## src/rtl/ahb_pkg.sv

```systemverilog
// Shared AHB-Lite encodings and the sequencing master's state type.
package ahb_pkg;

  localparam logic [1:0] HTRANS_IDLE     = 2'b00;
  localparam logic [1:0] HTRANS_NONSEQ   = 2'b10;
  localparam logic [2:0] HSIZE_WORD      = 3'b010;
  localparam logic [2:0] HBURST_SINGLE   = 3'b000;
  localparam logic [3:0] HPROT_DATA_PRIV = 4'b0011;

  typedef enum logic [2:0] {
    ST_IDLE,
    ST_WRITE,
    ST_READ,
    ST_DRAIN,
    ST_FIN
  } ahb_seq_state_t;

endpackage

```

## src/rtl/seq_pattern_gen.sv

```systemverilog
// Word index counter producing address BASE_ADDR + 4*i, data SEED + i and a
// last-word flag; load clears the index and wins over enable.
module seq_pattern_gen #(
  parameter logic [31:0] BASE_ADDR = 32'h0000_0000,
  parameter int unsigned NUM_WORDS = 20,
  parameter logic [31:0] SEED      = 32'hA5A5_0000
) (
  input  logic        clk,
  input  logic        reset,
  input  logic        load,
  input  logic        enable,
  output logic [31:0] addr,
  output logic [31:0] data,
  output logic        last
);

  localparam logic [15:0] LAST_IDX = 16'(NUM_WORDS - 1);

  logic [15:0] idx_q, idx_d;

  always_comb begin
    idx_d = idx_q;
    if (load) begin
      idx_d = '0;
    end else if (enable) begin
      idx_d = idx_q + 16'd1;
    end
  end

  always_ff @(posedge clk) begin
    if (reset) begin
      idx_q <= '0;
    end else begin
      idx_q <= idx_d;
    end
  end

  assign addr = BASE_ADDR + {14'b0, idx_q, 2'b00};
  assign data = SEED + {16'b0, idx_q};
  assign last = (idx_q == LAST_IDX);

endmodule

```

## src/rtl/ahb_seq_master.sv

```systemverilog
// Pipelined AHB-Lite master writing a SEED+i word pattern, optionally reading it
// back and comparing. Read-back/compare is built only with AHB_SEQ_MASTER_VERIFY_EN.
module ahb_seq_master #(
  parameter logic [31:0] BASE_ADDR = 32'h0000_0000,
  parameter int unsigned NUM_WORDS = 20,
  parameter logic [31:0] SEED      = 32'hA5A5_0000
) (
  input  logic        HCLK,
  input  logic        HRESET,
  input  logic        start,
  output logic        busy,
  output logic        done,
  output logic        pass,
  output logic [15:0] err_count,
  output logic [31:0] HADDR,
  output logic [1:0]  HTRANS,
  output logic        HWRITE,
  output logic [2:0]  HSIZE,
  output logic [2:0]  HBURST,
  output logic [3:0]  HPROT,
  output logic [31:0] HWDATA,
  input  logic [31:0] HRDATA,
  input  logic        HREADY,
  input  logic        HRESP
);
  import ahb_pkg::*;

  ahb_seq_state_t state_q, state_d;
  logic [31:0]    hwdata_q, hwdata_d;
  logic           dphase_valid_q, dphase_valid_d;
  logic           err_seen_q, err_seen_d;
  logic           pass_q, pass_d;

  logic        gen_load, gen_enable, gen_last;
  logic [31:0] gen_addr, gen_data;
  logic        issuing, addr_acc, start_acc, error_first, cmp_clean;

  seq_pattern_gen #(
    .BASE_ADDR (BASE_ADDR),
    .NUM_WORDS (NUM_WORDS),
    .SEED      (SEED)
  ) u_gen (
    .clk    (HCLK),
    .reset  (HRESET),
    .load   (gen_load),
    .enable (gen_enable),
    .addr   (gen_addr),
    .data   (gen_data),
    .last   (gen_last)
  );

  assign issuing     = (state_q == ST_WRITE) || (state_q == ST_READ);
  assign addr_acc    = issuing && HREADY;
  assign start_acc   = (state_q == ST_IDLE) && start;
  // First cycle of a two-cycle ERROR: drop the pipelined transfer immediately.
  assign error_first = dphase_valid_q && HRESP && !HREADY;

  always_comb begin
    state_d  = state_q;
    gen_load = 1'b0;
    case (state_q)
      ST_IDLE: begin
        if (start) begin
          state_d  = ST_WRITE;
          gen_load = 1'b1;
        end
      end
      ST_WRITE: begin
        if (error_first) begin
          state_d = ST_DRAIN;
        end else if (HREADY && gen_last) begin
`ifdef AHB_SEQ_MASTER_VERIFY_EN
          state_d  = ST_READ;
          gen_load = 1'b1;
`else
          state_d  = ST_DRAIN;
`endif
        end
      end
      ST_READ: begin
        if (error_first || (HREADY && gen_last)) begin
          state_d = ST_DRAIN;
        end
      end
      ST_DRAIN: begin
        if (!dphase_valid_q || HREADY) begin
          state_d = ST_FIN;
        end
      end
      ST_FIN: begin
        state_d  = ST_IDLE;
        gen_load = 1'b1;
      end
      default: state_d = ST_IDLE;
    endcase
  end

  assign gen_enable = addr_acc;

  always_comb begin
    dphase_valid_d = HREADY ? addr_acc : dphase_valid_q;
    hwdata_d       = (addr_acc && state_q == ST_WRITE) ? gen_data : hwdata_q;
    err_seen_d     = err_seen_q | (dphase_valid_q && HRESP);
    pass_d         = pass_q;
    if (start_acc) begin
      err_seen_d = 1'b0;
      pass_d     = 1'b0;
    end else if (state_q == ST_DRAIN && state_d == ST_FIN) begin
      pass_d = cmp_clean && !err_seen_d;
    end
  end

`ifdef AHB_SEQ_MASTER_VERIFY_EN
  logic        dphase_read_q, dphase_read_d;
  logic [31:0] exp_q, exp_d;
  logic [15:0] err_count_q, err_count_d;

  always_comb begin
    dphase_read_d = HREADY ? (addr_acc && state_q == ST_READ) : dphase_read_q;
    exp_d         = addr_acc ? gen_data : exp_q;
    err_count_d   = err_count_q;
    if (start_acc) begin
      err_count_d = '0;
    end else if (dphase_read_q && HREADY && !HRESP && (HRDATA != exp_q)
                 && (err_count_q != 16'hFFFF)) begin
      err_count_d = err_count_q + 16'd1;
    end
  end

  always_ff @(posedge HCLK) begin
    if (HRESET) begin
      dphase_read_q <= 1'b0;
      exp_q         <= '0;
      err_count_q   <= '0;
    end else begin
      dphase_read_q <= dphase_read_d;
      exp_q         <= exp_d;
      err_count_q   <= err_count_d;
    end
  end

  assign cmp_clean = (err_count_d == 16'd0);
  assign err_count = err_count_q;
`else
  logic unused_hrdata;
  assign unused_hrdata = ^HRDATA;
  assign cmp_clean     = 1'b1;
  assign err_count     = '0;
`endif

  always_ff @(posedge HCLK) begin
    if (HRESET) begin
      state_q        <= ST_IDLE;
      hwdata_q       <= '0;
      dphase_valid_q <= 1'b0;
      err_seen_q     <= 1'b0;
      pass_q         <= 1'b0;
    end else begin
      state_q        <= state_d;
      hwdata_q       <= hwdata_d;
      dphase_valid_q <= dphase_valid_d;
      err_seen_q     <= err_seen_d;
      pass_q         <= pass_d;
    end
  end

  assign HTRANS = issuing ? HTRANS_NONSEQ : HTRANS_IDLE;
  assign HADDR  = gen_addr;
  assign HWRITE = (state_q == ST_WRITE);
  assign HWDATA = hwdata_q;
  assign HSIZE  = HSIZE_WORD;
  assign HBURST = HBURST_SINGLE;
  assign HPROT  = HPROT_DATA_PRIV;
  assign busy   = issuing || (state_q == ST_DRAIN);
  assign done   = (state_q == ST_FIN);
  assign pass   = pass_q;

endmodule

```

## config.mk

```make
export PLATFORM = sky130hd
export DESIGN_NAME = ahb_seq_master
export DESIGN_NICKNAME = d
export VERILOG_FILES = /design/src/rtl/ahb_pkg.sv /design/src/rtl/seq_pattern_gen.sv /design/src/rtl/ahb_seq_master.sv
export SDC_FILE = /design/constraint.sdc
export NUM_CORES = 1
export LEC_CHECK = 0
export BUFFER_PORTS_ARGS = -buffer_cell sky130_fd_sc_hd__buf_2
export CAP_MARGIN = 20
export CORE_AREA = 2 2 110 112
export CTS_BUF_LIST = sky130_fd_sc_hd__clkbuf_8 sky130_fd_sc_hd__clkbuf_16
export DETAILED_ROUTE_END_ITERATION = 12
export DIE_AREA = 0 0 112 114
export PLACE_DENSITY = 0.51
export SLEW_MARGIN = 20
export SYNTH_ARGS = -nofsm -noshare
export SYNTH_HDL_FRONTEND = slang
export SYNTH_HIERARCHICAL = 1
export SYNTH_SLANG_ARGS = --single-unit
```

## constraint.sdc

```tcl
create_clock -name HCLK -period 1.9 [get_ports HCLK]
set_clock_uncertainty 0.1 [all_clocks]
set_input_delay 0.19 -clock HCLK [delete_from_list [all_inputs] [get_ports HCLK]]
set_output_delay 0.19 -clock HCLK [all_outputs]
set_load 0.1 [all_outputs]
```

==> results by group <==
Status
  – Outcome: finished, final reports clean

Global routing
  – Global routing usage summed across all routing layers: roughly a tenth
  – Initial antenna violation count: 0
  – Remaining global-route overflow: 0
  – Wire length of the first global-routing pass: 10,400 µm
  – Vias in the first global route: roughly 2,000
  – Pin count of the biggest net entering global routing: 29

Finish
  – Commonest cells after routing, fill and taps aside: sky130_fd_sc_hd__nand2_1, sky130_fd_sc_hd__conb_1, sky130_fd_sc_hd__buf_2
  – Area growth syn-to-layout: 14.0%
  – Most frequent standard cell in the layout excluding fill and tap cells: sky130_fd_sc_hd__nand2_1
  – Finished Cell Area: ~3200 µm²
  – Count of antenna diodes in the layout: 0
  – Final core utilization: about 28%
  – Number of fillers in the final layout: 1,298
  – Share of layout cells above drive strength 1: 28.1%
  – Final nets: 436

Power
  – Peak supply drop: around 370 µV
  – Power per cell area: 867 nW/µm²
  – Total Power: roughly 2.8 mW
  – Leakage component of the power: ~1.4 nW

Clock network
  – Clock latency on the worst-skew pair: 0.30 ns
  – Postcts setup bufs: 0
  – Clock tree from TritonCTS: yes
  – H-tree depth: 2
  – Clock edge transition at the registers on the reported setup and hold paths: around 0.07 ns
  – Inserted Clock Buffers: 5
  – Clock buffer depth: 2
  – Buffer cell driving the clock tree root: sky130_fd_sc_hd__clkbuf_16
  – Number of sinks handled by clock tree synthesis: 54

Logic synthesis
  – Synth unique cells: 39
  – Dominant combinational cell family by area after synthesis: buffers and inverters
  – Post-Synthesis Cells: 354
  – Adder-cell share of the synthesized area: less than 1%
  – Share of the synthesized netlist area taken by xor and xnor gates: 1.23%
  – Netlist Area Pre-Place: ~2800 µm²
  – Sequential fraction of the synthesis area: about two fifths
  – Average cell area after synthesis: about 8 µm²
  – Synthesized-area fraction occupied by ao, oa, aoi and oai cells: between 10% and 20%
  – Total of warnings raised by yosys: 6
  – Synthesized-area fraction occupied by and/or/nand/nor cells: a little under a quarter
  – Multiplexer area fraction after synthesis: about 2.1%
  – Number of synthesized register bits: 54

Floorplanning
  – Total Die Area: 12,800 µm²
  – Y dimension of the die: ~110 µm
  – Die width: approximately 110 µm
  – Starting utilization of the core area: 24.3%
  – # IOs: ~130
  – Core Area: 11,700 µm²
  – Count of standard-cell rows: 40

Timing
  – Accumulated negative setup slack: 0 ns
  – Worst Max-Slew Pin Slew: ~0.54 ns
  – RSZ-0062 raised after global routing: false
  – Number of endpoints failing setup at the final stage: 0
  – Timing-limited maximum frequency: roughly 0.55 GHz
  – Tcrit/Tclk final: a little over nine tenths
  – Final hold vios: 0
  – Relative max-transition margin: between 60% and 70%
  – Time the worst path needs with I/O delays and setup: 1.82 ns
  – Final max-slew violation count: 0

Critical path
  – Reg2Reg Depth: 6
  – Largest fanout on the critical path: 8
  – Data required time of the worst path: a little over 2 ns
  – Crit path from: state_q[1]$_SDFF_PP0_
  – Reg-to-reg critical path startpoint: state_q[1]$_SDFF_PP0_
  – Worst setup SP type: register
  – End of the worst register-to-register path: u_gen/idx_q[9]$_SDFFE_PP0P_
  – CP Data Arrival Time: 1.94 ns
  – Category of the critical setup timing path: register to register
  – Crit path capture: u_gen/idx_q[9]$_SDFFE_PP0P_
  – Register-to-register setup slack: about 0.082 ns
  – Element type at the critical path end: register

Drt
  – Number of routed nets with antenna violations: 0
  – Per-cell via count in the routed design: between 4 and 5
  – Total via count after detailed routing: 2,303
  – First-pass detailed-route iteration total: 4
  – Final routed wirelength across all metal layers: about 6600 µm
  – Violation count after the first detailed-routing iteration: 98
  – Routed WL per cell: around 12 µm
  – DR DRC count: 0

Placed design
  – Final HPWL DP: ~4800 µm
  – Total cell area at the placement stage: 3050 µm²
  – Weighted congestion at the end of routability-driven global placement: between 0.7 and 0.8
  – Count of input and output buffers: 57

Run
  – Number of maximum-capacitance violations: 0

Hold path
  – Hold crit path type: input port to register
-- worst min path at each step --
stage	startpoint	endpoint	slack, ns	depth (start not counted)
final	start	state_q[0]$_SDFF_PP0_	0.13	3
after global routing	HRESP	err_seen_q$_SDFF_PP0_	0.15	3
after CTS	HRESP	err_seen_q$_SDFF_PP0_	0.12	3
after detailed placement	HWDATA[25]$_SDFFE_PP0P_	HWDATA[25]$_SDFFE_PP0P_	0.34	2
after global placement	HWDATA[19]$_SDFFE_PP0P_	HWDATA[19]$_SDFFE_PP0P_	0.34	2
after floorplan	HRESET	u_gen/idx_q[11]$_SDFFE_PP0P_	0.26	2
-- per-stage QoR --
step	instances	setup WS (ns)	hold slack (ns)
after floorplan	409	-0.0535	0.262
after global placement	537	-0.0514	0.338
after detailed placement	537	-0.0793	0.345
after CTS	545	0.0193	0.125
after global routing	545	0.00716	0.149
final	545	0.0824	0.126
-- worst max-delay path, stage by stage (launching register included) --
cell and delay (ns):
sky130_fd_sc_hd__dfxtp_2 0.35, sky130_fd_sc_hd__nand2b_4 0.14, sky130_fd_sc_hd__a21oi_2 0.16, sky130_fd_sc_hd__and2_4 0.21
sky130_fd_sc_hd__nand3_4 0.12, sky130_fd_sc_hd__or4_1 0.52, sky130_fd_sc_hd__a21oi_2 0.15
-- cells in the mapped netlist --
cell type	n	area [µm²]
sky130_fd_sc_hd__nand4_2	1	12.5
sky130_fd_sc_hd__nand2_1	74	278
sky130_fd_sc_hd__nor4_1	8	50.1
sky130_fd_sc_hd__a21oi_1	40	200
sky130_fd_sc_hd__inv_1	3	11.3
sky130_fd_sc_hd__and4bb_1	1	12.5
sky130_fd_sc_hd__or2_1	1	6.26
sky130_fd_sc_hd__nand4bb_1	1	11.3
sky130_fd_sc_hd__nor2b_1	2	12.5
sky130_fd_sc_hd__nor2_1	10	37.5
sky130_fd_sc_hd__clkbuf_2	1	5.00
sky130_fd_sc_hd__buf_2	5	25.0
sky130_fd_sc_hd__xor2_1	2	17.5
sky130_fd_sc_hd__ha_1	2	25.0
sky130_fd_sc_hd__mux2i_1	6	60.1
sky130_fd_sc_hd__buf_4	79	593
sky130_fd_sc_hd__o221a_2	2	22.5
sky130_fd_sc_hd__nand3_2	1	10.0
sky130_fd_sc_hd__xnor2_1	2	17.5
sky130_fd_sc_hd__o21ai_0	1	5.00
sky130_fd_sc_hd__nand2b_1	3	18.8
sky130_fd_sc_hd__or4_1	4	30.0
sky130_fd_sc_hd__nor3b_1	1	7.51
sky130_fd_sc_hd__or3_1	6	37.5
sky130_fd_sc_hd__nor4b_1	2	17.5
sky130_fd_sc_hd__clkbuf_1	9	33.8
sky130_fd_sc_hd__nor3_1	5	25.0
sky130_fd_sc_hd__nand4_1	6	37.5
sky130_fd_sc_hd__o21a_1	2	15.0
sky130_fd_sc_hd__and4_1	2	17.5
sky130_fd_sc_hd__conb_1	4	15.0
sky130_fd_sc_hd__dfxtp_1	54	1080
sky130_fd_sc_hd__and2_1	2	12.5
sky130_fd_sc_hd__a31o_2	1	8.76
sky130_fd_sc_hd__o31ai_1	4	30.0
sky130_fd_sc_hd__a211oi_1	1	7.51
sky130_fd_sc_hd__a31oi_1	1	6.26
sky130_fd_sc_hd__nand3_1	4	20.0
sky130_fd_sc_hd__o2bb2ai_1	1	8.76
-- sequential cells by signal (all words and copies together) (netlist names) --
signal / flops
HWDATA: 32
dphase_valid_q: 1
err_seen_q: 1
pass: 1
state_q: 3
u_gen/idx_q: 16
-- layer usage --
layer	track usage, %	wire length, µm
met1	13.3	3060
met2	16.5	3070
met3	3.08	418
met4	3.01	69
met5	0	0
-- cell type report --
cell class,instances,area [µm²],area share [%]
Timing Repair Buffer,75,423,13.1
Clock inverter,2,16.3,0.502
Sequential cell,54,1100,34.1
Tap cell,147,184,5.68
Multi-Input combinational cell,258,1360,42.1
Clock buffer,6,139,4.29
Inverter,3,11.3,0.348
-- logic make-up after synthesis --
family,count (synthesis)
XOR/XNOR,4
adder cells (fa/ha/maj),2
multiplexers,6
flip-flops,54
AO/OA/AOI/OAI,53
AND/OR/NAND/NOR,134
buffers and inverters,97
other,4
-- what timing repair did --
item	CTS	global route
hold buffers	0	0
setup endpoints to repair	9	10
resized for setup	3	6
-- power by group --
group / switching [mW] / internal, mW / total (mW)
Combinational: 0.627 / 0.0663 / 0.693
Sequential: 0.0103 / 1.15 / 1.16
Clock: 0.427 / 0.530 / 0.957
Total: 1.06 / 1.75 / 2.81
Note: power is estimated with default switching activity, not from simulation.
